===== config.mk =====
export PLATFORM = sky130hd
export DESIGN_NAME = uart_tx_gen
export DESIGN_NICKNAME = d
export VERILOG_FILES = /design/src/rtl/uart_pkg.sv /design/src/rtl/uart_tx_fifo.sv /design/src/rtl/uart_tx_gen.sv
export SDC_FILE = /design/constraint.sdc
export NUM_CORES = 1
export LEC_CHECK = 0
export CELL_PAD_IN_SITES_DETAIL_PLACEMENT = 1
export CELL_PAD_IN_SITES_GLOBAL_PLACEMENT = 1
export CORE_MARGIN = 2
export CORE_UTILIZATION = 25
export CTS_BUF_LIST = sky130_fd_sc_hd__clkbuf_8
export CTS_CLUSTER_DIAMETER = 60
export DETAILED_ROUTE_END_ITERATION = 16
export PLACE_DENSITY = 0.55
export SLEW_MARGIN = 20
export SYNTH_ARGS = -nofsm -noshare
export SYNTH_HDL_FRONTEND = slang
export SYNTH_SLANG_ARGS = --single-unit

===== constraint.sdc =====
create_clock -name clk -period 1.7 [get_ports clk]
set_clock_uncertainty 0.05 [all_clocks]
set_input_delay 0.34 -clock clk [delete_from_list [all_inputs] [get_ports clk]]
set_output_delay 0.34 -clock clk [all_outputs]
set_load 0.03 [all_outputs]

===== src/rtl/uart_pkg.sv =====
// Shared types and constants for the UART transmit path.
// Optional input FIFO in uart_tx_gen is enabled by defining UART_TX_FIFO_EN.
package uart_pkg;

    typedef enum logic [2:0] {
        ST_IDLE,
        ST_START,
        ST_DATA,
        ST_PARITY,
        ST_STOP
    } tx_state_t;

    localparam int PAR_NONE = 0;
    localparam int PAR_ODD  = 1;
    localparam int PAR_EVEN = 2;

    // Wide enough to index up to 9 data bits or 2 stop bits.
    localparam int BIT_CNT_W = 4;

    // Even parity is the XOR of the word; odd parity is its inverse.
    function automatic logic calc_parity(input logic [8:0] word, input int mode);
        return (^word) ^ (mode == PAR_ODD);
    endfunction

endpackage


===== src/rtl/uart_tx_fifo.sv =====
// Synchronous FIFO buffering words ahead of the transmitter.
// Instantiated by uart_tx_gen only when UART_TX_FIFO_EN is defined.
module uart_tx_fifo #(
    parameter int WIDTH = 8,
    parameter int DEPTH = 4
) (
    input  logic                     clk,
    input  logic                     rst,
    input  logic                     push,
    input  logic [WIDTH-1:0]         wdata,
    input  logic                     pop,
    output logic [WIDTH-1:0]         rdata,
    output logic                     full,
    output logic                     empty,
    output logic [$clog2(DEPTH):0]   count
);

    localparam int AW = $clog2(DEPTH);
    localparam logic [AW:0] DEPTH_CNT = DEPTH[AW:0];

    logic [WIDTH-1:0] mem [DEPTH];
    logic [AW-1:0]    wr_ptr;
    logic [AW-1:0]    rd_ptr;
    logic             do_push;
    logic             do_pop;

    assign full    = (count == DEPTH_CNT);
    assign empty   = (count == '0);
    assign do_push = push && !full;
    assign do_pop  = pop && !empty;
    assign rdata   = mem[rd_ptr];

    // NOTE: non-blocking assignments so every register samples pre-edge values.
    always_ff @(posedge clk) begin
        if (rst) begin
            wr_ptr <= '0;
            rd_ptr <= '0;
            count  <= '0;
        end else begin
            if (do_push) wr_ptr <= wr_ptr + 1'b1;
            if (do_pop)  rd_ptr <= rd_ptr + 1'b1;
            case ({do_push, do_pop})
                2'b10:   count <= count + 1'b1;
                2'b01:   count <= count - 1'b1;
                default: count <= count;
            endcase
        end
    end

    // NOTE: storage is not reset; the pointers and count alone define which entries are valid.
    always_ff @(posedge clk) begin
        if (do_push) mem[wr_ptr] <= wdata;
    end

endmodule


===== src/rtl/uart_tx_gen.sv =====
// Parametrised UART transmitter: start, DATA_BITS LSB-first, optional parity, 1-2 stop bits.
// Define UART_TX_FIFO_EN to buffer words in a FIFO_DEPTH-entry input FIFO.
module uart_tx_gen
    import uart_pkg::*;
#(
    parameter int DATA_BITS  = 8,
    parameter int BAUD_DIV   = 2604,
    parameter int PARITY     = 0,
    parameter int STOP_BITS  = 1,
    parameter int FIFO_DEPTH = 4
) (
    input  logic                 clk,
    input  logic                 rst,
    input  logic                 trmt,
    input  logic [DATA_BITS-1:0] tx_data,
    output logic                 TX,
    output logic                 full,
    output logic                 busy,
    output logic                 tx_done,
    output logic                 overrun
);

    localparam int                   BAUD_W     = $clog2(BAUD_DIV);
    localparam logic [BAUD_W-1:0]    BAUD_LAST  = BAUD_W'(BAUD_DIV - 1);
    localparam logic [BIT_CNT_W-1:0] DATA_LAST  = BIT_CNT_W'(DATA_BITS - 1);
    localparam logic [BIT_CNT_W-1:0] STOP_LAST  = BIT_CNT_W'(STOP_BITS - 1);
    localparam bit                   HAS_PARITY = (PARITY != PAR_NONE);

    tx_state_t              state, state_d;
    logic [BAUD_W-1:0]      baud_cnt, baud_d;
    logic [BIT_CNT_W-1:0]   bit_cnt, bit_d;
    logic [DATA_BITS-1:0]   shift_reg, shift_d, load_word;
    logic                   par_bit, par_d;
    logic                   done_d;
    logic                   bit_end;
    logic                   accept;
    logic                   word_avail;
    logic                   load;

    assign busy    = (state != ST_IDLE);
    assign bit_end = (baud_cnt == BAUD_LAST);

`ifdef UART_TX_FIFO_EN
    localparam int               CNT_W    = $clog2(FIFO_DEPTH) + 1;
    localparam logic [CNT_W-1:0] FULL_CNT = FIFO_DEPTH[CNT_W-1:0];

    logic             fifo_full;
    logic             fifo_empty;
    logic [CNT_W-1:0] fifo_count;

    uart_tx_fifo #(
        .WIDTH (DATA_BITS),
        .DEPTH (FIFO_DEPTH)
    ) u_fifo (
        .clk   (clk),
        .rst   (rst),
        .push  (accept),
        .wdata (tx_data),
        .pop   (load),
        .rdata (load_word),
        .full  (fifo_full),
        .empty (fifo_empty),
        .count (fifo_count)
    );

    assign accept     = trmt && !fifo_full;
    assign word_avail = !fifo_empty;
    assign full       = (fifo_count == FULL_CNT);
`else
    // The shift register doubles as the only holding slot, so words are taken only in IDLE.
    assign accept     = trmt && !busy;
    assign word_avail = accept;
    assign load_word  = tx_data;
    assign full       = busy;
`endif

    // NOTE: every output of this block gets a default first, so no path can infer a latch.
    always_comb begin
        state_d = state;
        baud_d  = baud_cnt;
        bit_d   = bit_cnt;
        shift_d = shift_reg;
        par_d   = par_bit;
        done_d  = tx_done;
        load    = 1'b0;
        TX      = 1'b1;

        if (state != ST_IDLE) baud_d = bit_end ? '0 : baud_cnt + 1'b1;

        unique case (state)
            ST_IDLE: begin
                if (word_avail) load = 1'b1;
            end
            ST_START: begin
                TX = 1'b0;
                if (bit_end) begin
                    state_d = ST_DATA;
                    bit_d   = '0;
                end
            end
            ST_DATA: begin
                TX = shift_reg[0];
                if (bit_end) begin
                    shift_d = shift_reg >> 1;
                    if (bit_cnt == DATA_LAST) begin
                        state_d = HAS_PARITY ? ST_PARITY : ST_STOP;
                        bit_d   = '0;
                    end else begin
                        bit_d = bit_cnt + 1'b1;
                    end
                end
            end
            ST_PARITY: begin
                TX = par_bit;
                if (bit_end) begin
                    state_d = ST_STOP;
                    bit_d   = '0;
                end
            end
            ST_STOP: begin
                if (bit_end) begin
                    if (bit_cnt == STOP_LAST) begin
                        bit_d = '0;
                        if (word_avail) begin
                            load = 1'b1;
                        end else begin
                            state_d = ST_IDLE;
                            done_d  = 1'b1;
                        end
                    end else begin
                        bit_d = bit_cnt + 1'b1;
                    end
                end
            end
            default: state_d = ST_IDLE;
        endcase

        // Parity is fixed from the loaded word, never from the shifting register.
        if (load) begin
            state_d = ST_START;
            baud_d  = '0;
            bit_d   = '0;
            shift_d = load_word;
            par_d   = calc_parity(9'(load_word), PARITY);
        end

        if (accept) done_d = 1'b0;
    end

    always_ff @(posedge clk) begin
        if (rst) begin
            state     <= ST_IDLE;
            baud_cnt  <= '0;
            bit_cnt   <= '0;
            shift_reg <= '0;
            par_bit   <= 1'b0;
            tx_done   <= 1'b0;
            overrun   <= 1'b0;
        end else begin
            state     <= state_d;
            baud_cnt  <= baud_d;
            bit_cnt   <= bit_d;
            shift_reg <= shift_d;
            par_bit   <= par_d;
            tx_done   <= done_d;
            overrun   <= trmt && full;
        end
    end

endmodule


==> results of run 1 <==
worst max-delay path, stage by stage (launching register included):
cell	delay [ps]
dfxtp_2	360
ha_4	140
and4b_1	230
and3_4	260
nand2_4	60
or4_4	420
a21oi_2	150
metal layers:
layer / vias up / track usage (%) / share of wire (%)
met5: - / 0 / 0
met4: 0 / 6.00 / 2.5
met3: 7 / 3.37 / 1.8
met2: 13 / 27.5 / 53
met1: 707 / 16.0 / 43
li1: 743 / - / -
layout make-up:
cell class              count  area (sq um)  area share, %
well taps                  75          93.8           3.92
multi-input cells         134           992           41.5
repair buffers             67           588           24.6
inverters                   6          25.0           1.05
flip-flops and latches     30           612           25.6
clock buffers               6          82.6           3.45
placed cells by master (no fill, tap or decap), types with 7 or more instances in the layout:
master,Yosys,routed
buf_4,1,43
o221a_2,7,7
nand3_1,9,9
xor2_1,8,8
a21oi_1,10,8
xnor2_1,10,10
dfxtp_1,30,23
nor2_1,36,32
clkdlybuf4s50_1,0,11
nand2_1,9,9
buf_6,1,9
stage by stage:
step	TNS (ps)	util, %
final	-33.8	40.4
after global routing	-453	40.4
after CTS	-68.1	38.1
after detailed placement	-2450	33.7
after global placement	-1480	33.7
after floorplan	0	-
final timing paths:
check | from | end | slack [ps] | cells after the start
setup / recovery | baud_cnt[1] | bit_cnt[2] | -30 | 6
hold / removal | bit_cnt[1] | bit_cnt[1] | 440 | 2
setup reg to reg | baud_cnt[1] | bit_cnt[2] | -30 | 6
hold reg to reg | bit_cnt[1] | bit_cnt[1] | 440 | 2
cell families after synthesis:
kind of cell / Yosys count
mux: 1
flops: 30
fa+ha+maj: 3
xor+xnor: 19
buf+inv: 13
compound gates: 28
simple gates: 83
timing repair:
action,4_1_cts,5_1_grt
setup buffers,11,5
gates resized for setup,34,19
pin swaps,6,7
setup endpoints to repair,30,27
gates cloned,0,0
power by group through the flow:
| stage | sequential, mW | clock (mW) | combinational (mW) |
|---|---|---|---|
| after floorplan | 0.762 | 0 | 0.165 |
| after global placement | 0.762 | 0 | 0.277 |
| after detailed placement | 0.763 | 0 | 0.285 |
| after CTS | 0.750 | 0.583 | 0.328 |
| after global routing | 0.752 | 0.624 | 0.392 |
| final | 0.749 | 0.571 | 0.363 |
==> results_dict.tcl, run 1 <==
set metrics [dict create \
    maxSlewHeadroom_pct 78.9 \
    num_rows 28 \
    endpoint_kind "register" \
    cts_buffers 5 \
    worstPathRequired_ps 1860 \
    violations "negative setup slack" \
    setup_violations 3 \
    synth_most_common_cell "nor2_1" \
    pre_cts_slack_ps -166 \
    cts-root-buf "clkbuf_8" \
    ys_warn_count 0 \
    dpl.hpwl_um 3260 \
    async_reset_ff_share_pct 0 \
    chipWidth_um 82.2 \
    period_minus_slack_ps 1730 \
    synth_edf_count 0 \
    grt_pass1_vias 1613 \
    synthMuxAreaShare_pct 0.655 \
    setup_ws_ps -32.5 \
    grt_pass1_wl_um 7410 \
    clockBufferDepth 2 \
    clock-sinks 30 \
    clkTransAtPathRegs_ps 60 \
    fin_cells 318 \
    vdd.ir_drop.worst_uv 454 \
    drive_gt1_share_pct 42.0 \
    drc 0 \
    placedCellCount 296 \
    power.leakage_nw 0.961 \
    synth_top_family_by_area "simple AND/OR/NAND/NOR gates" \
    clock_latency_ps 280 \
    place.gp.congestion 0.775 \
    htree_levels 2 \
    whs_ps 441 \
    period_share_pct 102 \
    core_sq_um 5920 \
    track_usage_pct 14.8 \
    antenna_found_initial 0 \
    synth_fa_ha_area_share_pct 2.46 \
    syn_to_final_growth_pct 56.7 \
    detail_route.iter0.violations 16 \
    yosys_register_bits 30 \
    grt_max_degree 13 \
    io_pins 16 \
    power_mw 1.68 \
    port_buffers 15 \
    worst_setup_path_start_kind "register" \
    combPwrFrac_pct 21.6 \
    fp.dieH_um 82.2 \
    syn_avg_cell_area_sq_um 8.63 \
    p_int_mw 1.24 \
    first_pass_iters 4 \
    outcome "finished, violations left" \
    syn-instance-count 177 \
    cts_tree "yes" \
    largest_reg_flops 12 \
    placed_cell_area_sq_um 2000 \
    syn_nets 191 \
    p_sw_share_pct 26.6 \
    synthTopCellsByCount "nor2_1 (36), dfxtp_1 (30), a21oi_1 (10), xnor2_1 (10)" \
    syn-cell-area_sq_um 1530 \
    n_antenna_cell 0 \
    fp.dieArea_sq_um 6750 \
    routedWlPerCell_um 14.4 \
    seq_power_share_pct 44.5 \
    fillers 693 \
    synth_xor_area_share_pct 11.4 \
    yosysTopAreaCell "dfxtp_1" \
    fin_nets 258 \
    drv_slew 0 \
    hold_path_class "reg2reg" \
    synth-simple-area-share_pct 28.1 \
    p_per_area_nw_per_um2 703 \
    maxCapViolCount 0 \
    yosysSeqAreaShare_pct 39.3 \
    antenna_left 0 \
    vias 1470 \
    synth-compound-area-share_pct 13.9 \
    start_util_pct 25.8 \
    clock.fmax_mhz 577 \
    timing_hold_violations_final 0 \
    synth_top_area_share_pct 39.3 \
    vias_per_cell 4.62 \
    postCtsHoldBufs 0 \
    synthTopCellsByArea "dfxtp_1 (39%), nor2_1 (8.8%), xnor2_1 (5.7%)" \
    path_class "reg2reg" \
    overflow 0 \
    arrival_ps 1890 \
    rsz0062_at_grt "true" \
    design_area_sq_um 2390 \
    yosysUniqueCellTypes 41 \
    clkPwrFrac_pct 33.9 \
    cp_max_fo 5 \
    power.switching_mw 0.448 \
    tightestPinTransition_ps 316 \
    synthFlopType "dfxtp_1" \
    wirelength_um 4590 \
]
No activity file was read; power rests on OpenSTA's default activity.
==> run 2, diff against run 1 <==
- SLEW_MARGIN: 20 -> unset
==> results of run 2 <==
The final DEF is identical to that of run 1; final timing and power are the same.
==> run 3, diff against run 2 <==
- SLEW_MARGIN: unset -> 10
==> results of run 3 <==
The final DEF is identical to that of run 1; final timing and power are the same.
